===== config.mk =====
export PLATFORM = sky130hd
export DESIGN_NAME = cgra_host_loader
export DESIGN_NICKNAME = d
export VERILOG_FILES = /design/src/rtl/cgra_host_loader.sv
export SDC_FILE = /design/constraint.sdc
export NUM_CORES = 1
export LEC_CHECK = 0
export ABC_AREA = 1
export BUFFER_PORTS_ARGS = -buffer_cell sky130_fd_sc_hd__buf_2
export CAP_MARGIN = 20
export CORE_MARGIN = 1.5
export CORE_UTILIZATION = 40
export CTS_BUF_LIST = sky130_fd_sc_hd__clkbuf_16
export CTS_CLUSTER_DIAMETER = 40
export DETAILED_ROUTE_END_ITERATION = 8
export GPL_TIMING_DRIVEN = 0
export PLACE_DENSITY = 0.7
export REMOVE_ABC_BUFFERS = 1
export SLEW_MARGIN = 15
export SYNTH_ARGS = -nofsm -noshare
export SYNTH_HDL_FRONTEND = slang
export SYNTH_SLANG_ARGS = --single-unit

===== constraint.sdc =====
create_clock -name CLK -period 2.05 [get_ports CLK]
set_clock_uncertainty 0.2 [all_clocks]
set_input_delay 0.1025 -clock CLK [delete_from_list [all_inputs] [get_ports CLK]]
set_output_delay 0.1025 -clock CLK [all_outputs]
set_load 0.02 [all_outputs]

===== src/rtl/cgra_host_loader.sv =====
// Host-side command loader for the CGRA core: writes context/LDM memories, runs the core,
// reads LDM words back and returns exactly one response beat per accepted command.
module cgra_host_loader #(
    parameter int ADDR_W    = 16,
    parameter int DATA_W    = 32,
    parameter int RD_LAT    = 2,
    parameter int GUARD     = 4,
    parameter int TIMEOUT_W = 20
) (
    input  logic              CLK,
    input  logic              RST,
    input  logic              cmd_valid_in,
    output logic              cmd_ready_out,
    input  logic [2:0]        cmd_op_in,
    input  logic [ADDR_W-1:0] cmd_addr_in,
    input  logic [DATA_W-1:0] cmd_data_in,
    output logic              rsp_valid_out,
    input  logic              rsp_ready_in,
    output logic [DATA_W-1:0] rsp_data_out,
    output logic              rsp_err_out,
    output logic [ADDR_W-1:0] CTX_RC_addra_out,
    output logic [DATA_W-1:0] CTX_RC_dina_out,
    output logic              CTX_RC_ena_out,
    output logic              CTX_RC_wea_out,
    output logic [ADDR_W-1:0] CTX_PE_addra_out,
    output logic [DATA_W-1:0] CTX_PE_dina_out,
    output logic              CTX_PE_ena_out,
    output logic              CTX_PE_wea_out,
    output logic [ADDR_W-1:0] CTX_IM_addra_out,
    output logic [DATA_W-1:0] CTX_IM_dina_out,
    output logic              CTX_IM_ena_out,
    output logic              CTX_IM_wea_out,
    output logic [ADDR_W-1:0] LDM_addra_out,
    output logic [DATA_W-1:0] LDM_dina_out,
    output logic              LDM_ena_out,
    output logic              LDM_wea_out,
    input  logic [DATA_W-1:0] LDM_douta_in,
    output logic              start_out,
    input  logic              complete_in,
    output logic              busy_out
);

    typedef enum logic [2:0] {
        ST_IDLE      = 3'd0,
        ST_WRITE     = 3'd1,
        ST_START     = 3'd2,
        ST_WAIT_CMPL = 3'd3,
        ST_RD_ISSUE  = 3'd4,
        ST_RD_WAIT   = 3'd5,
        ST_RSP       = 3'd6
    } state_t;

    localparam logic [DATA_W-1:0]    GUARD_C  = DATA_W'(GUARD);
    localparam logic [2:0]           RD_LAT_C = 3'(RD_LAT);
    localparam logic [DATA_W-1:0]    CNT_ONE  = DATA_W'(1);
    localparam logic [TIMEOUT_W-1:0] TMO_ONE  = TIMEOUT_W'(1);

    state_t                state_r, state_s;
    logic                  ready_r, busy_r, rsp_valid_r, start_r, start_s;
    logic                  rsp_err_r, rsp_err_s;
    logic [DATA_W-1:0]     rsp_data_r, rsp_data_s;
    logic [ADDR_W-1:0]     addr_r;
    logic [DATA_W-1:0]     data_r;
    logic [DATA_W-1:0]     cnt_r, cnt_s;
    logic [TIMEOUT_W-1:0]  tmo_r, tmo_s;
    logic [2:0]            rdc_r, rdc_s;
    // port index: 0 RC, 1 PE, 2 IM, 3 LDM
    logic [3:0]            ena_r, ena_s, wea_r, wea_s;
    logic                  accept_s;

    assign accept_s = cmd_valid_in & ready_r;

    // Next-state and next-output decode; outputs are registered from these values.
    always_comb begin
        state_s    = state_r;
        ena_s      = 4'b0000;
        wea_s      = 4'b0000;
        start_s    = 1'b0;
        cnt_s      = cnt_r;
        tmo_s      = tmo_r;
        rdc_s      = rdc_r;
        rsp_data_s = rsp_data_r;
        rsp_err_s  = rsp_err_r;
        case (state_r)
            ST_IDLE: begin
                if (accept_s) begin
                    case (cmd_op_in)
                        3'd0, 3'd1, 3'd2, 3'd3: begin
                            state_s                = ST_WRITE;
                            ena_s[cmd_op_in[1:0]]  = 1'b1;
                            wea_s[cmd_op_in[1:0]]  = 1'b1;
                        end
                        3'd4: begin
                            state_s = ST_START;
                            start_s = 1'b1;
                            cnt_s   = '0;
                            tmo_s   = '0;
                        end
                        3'd5: begin
                            state_s  = ST_RD_ISSUE;
                            ena_s[3] = 1'b1;
                        end
                        default: begin
                            state_s    = ST_RSP;
                            rsp_data_s = '0;
                            rsp_err_s  = 1'b1;
                        end
                    endcase
                end else begin
                    state_s = ST_IDLE;
                end
            end
            ST_WRITE: begin
                state_s    = ST_RSP;
                rsp_data_s = '0;
                rsp_err_s  = 1'b0;
            end
            ST_START: begin
                state_s = ST_WAIT_CMPL;
            end
            ST_WAIT_CMPL: begin
                // cnt_s equals the number of cycles elapsed since the start pulse
                cnt_s = (cnt_r == {DATA_W{1'b1}}) ? cnt_r : cnt_r + CNT_ONE;
                tmo_s = tmo_r + TMO_ONE;
                if (complete_in && (cnt_r >= GUARD_C)) begin
                    state_s    = ST_RSP;
                    rsp_data_s = cnt_s;
                    rsp_err_s  = 1'b0;
                end else if (tmo_s == {TIMEOUT_W{1'b1}}) begin
                    state_s    = ST_RSP;
                    rsp_data_s = cnt_s;
                    rsp_err_s  = 1'b1;
                end else begin
                    state_s = ST_WAIT_CMPL;
                end
            end
            ST_RD_ISSUE: begin
                state_s = ST_RD_WAIT;
                rdc_s   = 3'd1;
            end
            ST_RD_WAIT: begin
                if (rdc_r == RD_LAT_C) begin
                    state_s    = ST_RSP;
                    rsp_data_s = LDM_douta_in;
                    rsp_err_s  = 1'b0;
                end else begin
                    rdc_s = rdc_r + 3'd1;
                end
            end
            ST_RSP: begin
                if (rsp_ready_in) begin
                    state_s = ST_IDLE;
                end else begin
                    state_s = ST_RSP;
                end
            end
            default: begin
                state_s = ST_IDLE;
            end
        endcase
    end

    // State, registered outputs and captured command fields.
    always_ff @(posedge CLK or negedge RST) begin
        if (!RST) begin
            state_r     <= ST_IDLE;
            ready_r     <= 1'b0;
            busy_r      <= 1'b0;
            rsp_valid_r <= 1'b0;
            rsp_data_r  <= '0;
            rsp_err_r   <= 1'b0;
            start_r     <= 1'b0;
            ena_r       <= 4'b0000;
            wea_r       <= 4'b0000;
            cnt_r       <= '0;
            tmo_r       <= '0;
            rdc_r       <= 3'd0;
            addr_r      <= '0;
            data_r      <= '0;
        end else begin
            state_r     <= state_s;
            ready_r     <= (state_s == ST_IDLE);
            busy_r      <= (state_s != ST_IDLE);
            rsp_valid_r <= (state_s == ST_RSP);
            rsp_data_r  <= rsp_data_s;
            rsp_err_r   <= rsp_err_s;
            start_r     <= start_s;
            ena_r       <= ena_s;
            wea_r       <= wea_s;
            cnt_r       <= cnt_s;
            tmo_r       <= tmo_s;
            rdc_r       <= rdc_s;
            if (accept_s) begin
                addr_r <= cmd_addr_in;
                data_r <= cmd_data_in;
            end else begin
                addr_r <= addr_r;
                data_r <= data_r;
            end
        end
    end

    assign cmd_ready_out    = ready_r;
    assign busy_out         = busy_r;
    assign rsp_valid_out    = rsp_valid_r;
    assign rsp_data_out     = rsp_data_r;
    assign rsp_err_out      = rsp_err_r;
    assign start_out        = start_r;
    // Address/data are shared; only the enabled port acts on them.
    assign CTX_RC_addra_out = addr_r;
    assign CTX_RC_dina_out  = data_r;
    assign CTX_RC_ena_out   = ena_r[0];
    assign CTX_RC_wea_out   = wea_r[0];
    assign CTX_PE_addra_out = addr_r;
    assign CTX_PE_dina_out  = data_r;
    assign CTX_PE_ena_out   = ena_r[1];
    assign CTX_PE_wea_out   = wea_r[1];
    assign CTX_IM_addra_out = addr_r;
    assign CTX_IM_dina_out  = data_r;
    assign CTX_IM_ena_out   = ena_r[2];
    assign CTX_IM_wea_out   = wea_r[2];
    assign LDM_addra_out    = addr_r;
    assign LDM_dina_out     = data_r;
    assign LDM_ena_out      = ena_r[3];
    assign LDM_wea_out      = wea_r[3];

endmodule


[After elaboration in Yosys (flattened, before gate mapping)]
Cells that the tools add are included.
Word-level totals
  input bits: 88
  output and inout port bits: 237
  flip-flop bits (word level): 151
  logic and storage cells: 96
Cells by class
  order comparisons: 3
  bitwise logic cells: 1
  muxes and demuxes: 40
  equal/unequal tests: 21
  reductions and logical operators: 14
  add/subtract/negate cells: 3
Operators with widths (number)
  two-way mux 32 bit: 8
  case mux 32 bit (4 select lines): 1
  case mux 32 bit (2 select lines): 1
  two-way mux 20 bit: 2
  case mux 20 bit (2 select lines): 1
  adder 32 x 1 -> 32 bit, second input constant: 1
  == test 32 bit, second input constant: 1
  greater-or-equal comparator 32 x 3 -> 1 bit, second input constant: 1
  two-way mux 3 bit: 7
  case mux 3 bit (7 select lines): 1
  adder 20 x 1 -> 20 bit, second input constant: 1
  == test 20 bit, second input constant: 1
  two-way mux 4 bit: 5
  == test 3 bit, second input constant: 6
  == test 3 x 2 -> 1 bit, second input constant: 5
  zero test 3 bit: 3
  two-way mux 1 bit: 9
  case mux 3 bit (3 select lines): 1
  != test 2 bit, second input constant: 4
  == test 3 x 1 -> 1 bit, second input constant: 2
  case mux 3 bit (2 select lines): 1
  OR reduction 6 bit: 1
  AND reduction 5 bit: 1
  case mux 1 bit (4 select lines): 1
  15 further kinds: 17

[Logic depth before layout (Yosys ltp)]
  word-level depth: 7
  gate-level depth with buffers: 18
  mapped depth without buffers: 17

[Worst setup path after synthesis]
OpenSTA, ideal clock, no wires.
  path type: reg2reg
  from: register tmo_r[1]
  to: register rsp_data_r[25], in the netlist rsp_data_out[25]
  period minus slack after synthesis: 2184 ps
  data arrival time: 1867 ps
  cell stages (with the launch flop): 15
  path slack: -134 ps
  buffers on the path: 1
  cells stage by stage: dfrtp_1 > ha_1 > nand2_2 > nor2_4 > nand3b_2 > nor2_2 > xor2_1 > nand2_1 > nor2_1 > nand2_1 > nand2_2 > nand2_4 > buf_2 > nand2_1 > nand2_1
On the way
  cells in the longest elaborated chain, start to end: 4
RTL lines
  start: declaration: RTL line 65  | logic [TIMEOUT_W-1:0] tmo_r, tmo_s;
  start signal: assignment: RTL line 191  | tmo_r <= tmo_s;
  adder 20 x 1 -> 20 bit: RTL line 124  | tmo_s = tmo_r + TMO_ONE;
  == test 20 bit: RTL line 129  | end else if (tmo_s == {TIMEOUT_W{1'b1}}) begin
  != test 3 bit (no line)
  AND reduction 5 bit (no line)
  end signal: assignment: RTL line 185  | rsp_data_r <= rsp_data_s;
  end: declaration: RTL line 61  | logic [DATA_W-1:0] rsp_data_r, rsp_data_s;
No other way between the ends.
A chain may end at the register's enable or synchronous reset.

[Worst setup path after layout]
  from: register cnt_r[13]
  to: register rsp_data_r[29], in the netlist rsp_data_out[29]
On the way
  cells in the longest elaborated chain, start to end: 5
  elaborated cells between the ends (all ways): 10
RTL lines
  start: declaration: RTL line 64  | logic [DATA_W-1:0] cnt_r, cnt_s;
  start signal: assignment: RTL line 190  | cnt_r <= cnt_s;
  adder 32 x 1 -> 32 bit or == test 32 bit (tied branches): RTL line 123  | cnt_s = (cnt_r == {DATA_W{1'b1}}) ? cnt_r : cnt_r + CNT_ONE;
  two-way mux 32 bit: RTL line 123
  two-way mux 32 bit: RTL line 129
  two-way mux 32 bit: RTL line 125  | if (complete_in && (cnt_r >= GUARD_C)) begin
  case mux 32 bit (4 select lines): RTL line 84  | case (state_r)
Parallel ways exist; a longest one is shown, timed or not. The select of a mux whose other input is x is not followed.

==> metrics <==
sequential power share 29.3%; yosys synthesis warning count 0; Critical Path End Type flip-flop; MaxCap Viol Count 0; post-detailed-route DRC marker count 0; top post-synthesis cells by count nand2_1 (313), dfrtp_1 (148), buf_4 (147); switching pwr 10100 uW; # fillers 1720; setup violation total in the final timing report 67; count of unique library cells instantiated by Yosys 41; chip height 150 um; DP Worst Slack -1970 ps; data arrival time at the worst-slack endpoint 2790 ps; register bit count reported by yosys 148; fraction of synthesized cell area taken by the top area cell type 43.0%; pwr dens 1580 nW/um2; clk buf depth 2; max-slew violation count 0; class of the tightest hold or removal check in -> async; setup repair after global routing missed its margin yes; clock slew at the register clock pins of the worst setup and hold paths 70 ps; number of global-route vias before repair 7945; routed via count divided by cell count 5.31; Routed Antenna Nets 0; result of the run complete, but fails checks; largest stage delay on the critical path 460 ps; final standard cell count with taps included and fillers excluded 1676; layout overhead on the synthesized area 42.8%; final worst hold slack 26.3 ps; synthesized instance count 1047; initial antenna violation count 1; ordered cell list for the critical path nor4_1 -> nand4_1 -> o21ai_2 -> and2_1 -> nand2_4 -> nand2_8 -> clkinv_8 -> nand2_4 -> nand2_2; clock network fraction of total power 15.4%; Antenna Diode Count 0; source of the worst register-to-register timing path cnt_r[13]; P_leak 0.00649 uW; Final Total Pwr 19400 uW; total iterations of the first detailed-routing run 6; max_slew headroom 51.5%; post-layout minimum cycle time 2660 ps; cell at the root of the clock tree clkbuf_16; number of synthesized flops with an enable pin 0; pin slew with the least headroom to its limit 726 ps; maximum fanout encountered on the critical timing path 8; post-route fraction of the period consumed by the critical path 130%; width of the die 150 um; most instantiated flip-flop cell in the synthesis netlist dfrtp_1; CP bufs+invs 1; part of the power in combinational logic 55.4%; total placed cells including tap cells 1476; wirelength, routed 32.7 mm; Worst Reg-to-Reg Cells 9; clock latency on the worst-skew pair 430 ps; fraction of final layout cells sized beyond drive strength 1 45.2%; cell taking the most area after synthesis dfrtp_1; number of violations reported at the end of detailed-routing iteration 0 889; worst setup slack after layout -610 ps; Storage cell area 3710 um2; category of the most critical setup path reg -> reg; Multi-input gate area 4040 um2; number of placed I/O pins 325; share of synthesized area occupied by flip-flops and latches 43.0%; maximum number of pins on one net before global-route repair 86; wire length of the first global-routing pass 44.4 mm; most frequent cell after synthesis nand2_1; violations in the final reports negative setup slack; family of cells with the greatest summed delay on the critical path simple AND/OR/NAND/NOR gates; placement row count 53; initial standard-cell utilization of the core 40.8%; count of buffers inserted at the top-level ports 324; core region area 21100 um2; leading cell types by total area after synthesis dfrtp_1 (43%), nand2_1 (14%), buf_4 (13%), mux2_2 (6.4%), o21ai_0 (3.5%); worst flop-to-flop path endpoint rsp_data_out[29]; overall fraction of global-route tracks in use 26.2%; vias after detailed routing 8905; post-detailed-route wirelength per cell 19.5 um; DP HPWL 18.8 mm; Data required, critical path 2180 ps; worst setup path startpoint cnt_r[13]; level count of the clock H-tree 4; fraction of power spent switching nets 52.2%; most frequent CP cell nand2_4; number of buffers added by the clock tree synthesis step 17; GR Overflow Total 0; mean cell area of the mapped netlist 8.23 um2; worst IR drop on VDD 0.637 mV; Placer Congestion 0.921; r2r setup slk -610 ps; maximum frequency from static timing analysis 376 MHz; number of nets in the finished design 1482; Worst path slowest cell dfrtp_1; final hold viol count 0; Num Clock Sinks 148; total die area 22400 um2; cell-internal power 9280 uW; netlist area before placement 8610 um2; share of synthesized flip-flops with an asynchronous set or reset 100%; TritonCTS clock tree done; final core utilization 58.3%; Worst Setup Start Kind flip-flop
-- what timing repair did --
action                                  in CTS  in global routing
endpoints found under the hold margin      239                  1
gates resized for setup                     93                134
buffers inserted                            41                 29
pin swaps                                   23                 40
hold buffers                                87                  1
endpoints found under the setup margin      93                 93
gates cloned                                 9                  1
-- how the worst max path moves through the flow --
stage                                   to  slack (ps)  cells past startpoint
after global placement            cnt_r[9]       -2920                      7
final                     rsp_data_out[29]        -610                      9
after detailed placement         cnt_r[23]       -1970                      8
after global routing      rsp_data_out[24]        -740                      9
after floorplan                   cnt_r[0]        -950                      7
after CTS                      rsp_err_out        -430                     16
-- power by group through the flow --
stage	clock, uW	sequential [uW]	combinational, uW
floorplan	0	7990	2440
finish	2980	5680	10700
global placement	0	5610	8380
global route	3120	5850	11400
detailed placement	0	5650	8550
CTS	3000	5640	9860
-- placed cells by master (no fill, tap or decap), types with 11 or more instances in the layout --
cell type / instances
buf_2: 323
buf_4: 47
buf_6: 19
clkbuf_16: 17
dfrtp_1: 142
dlygate4sd3_1: 88
inv_1: 66
mux2_2: 49
nand2_1: 255
nand2_2: 40
nand2_4: 26
nand3_1: 25
nand4_1: 16
nor2_1: 52
nor3_1: 13
o21ai_0: 28
o21ai_1: 23
o21ai_2: 11
o22ai_1: 12
xor2_1: 22
-- state kept, by name, summed over array words and instances, names as in the netlist, 3 cells and up --
| name | cells |
|---|---|
| CTX_IM_dina_out | 32 |
| cnt_r | 32 |
| rsp_data_out | 32 |
| tmo_r | 20 |
| CTX_IM_addra_out | 16 |
| wea_r | 4 |
| rdc_r | 3 |
| state_r | 3 |
-- layer usage --
metal | vias up | GRT usage [%] | routed length [um] | part of all wire (%)
met5 | - | 0 | 13 | 0.040
met4 | 2 | 11.4 | 1710 | 5.2
met3 | 152 | 5.91 | 2690 | 8.2
met2 | 557 | 45.1 | 16500 | 51
met1 | 4262 | 31.4 | 11800 | 36
li1 | 3932 | - | - | -
-- through the flow --
stage,cell area (um2),setup TNS [ps]
6_report,12300,-24150
3_5_place_dp,9430,-135090
3_3_place_gp,9330,-476320
5_1_grt,12300,-30390
4_1_cts,11600,-15450
2_1_floorplan,7360,-81040
-- cell type report --
| class | count | area share [%] |
|---|---|---|
| clock inverters | 15 | 0.967 |
| repair inverters | 4 | 0.468 |
| multi-input cells | 653 | 32.9 |
| clock buffers | 17 | 3.46 |
| inverters | 79 | 2.95 |
| flip-flops and latches | 148 | 30.2 |
| repair buffers | 485 | 26.3 |
| well taps | 275 | 2.80 |
-- kinds of logic (layout without fill, tap and decap cells) --
group	after synthesis	count (layout)	synth area share, %
DFF	148	148	43.0
AOI/OAI and AO/OA	92	92	5.81
and+or+nand+nor	477	483	23.5
muxes	49	49	6.41
xor gates and xnor gates	23	23	2.34
buffers and inverters	252	600	18.0
adders and majority gates	6	6	0.872
Power figures use the tool's default switching activity.
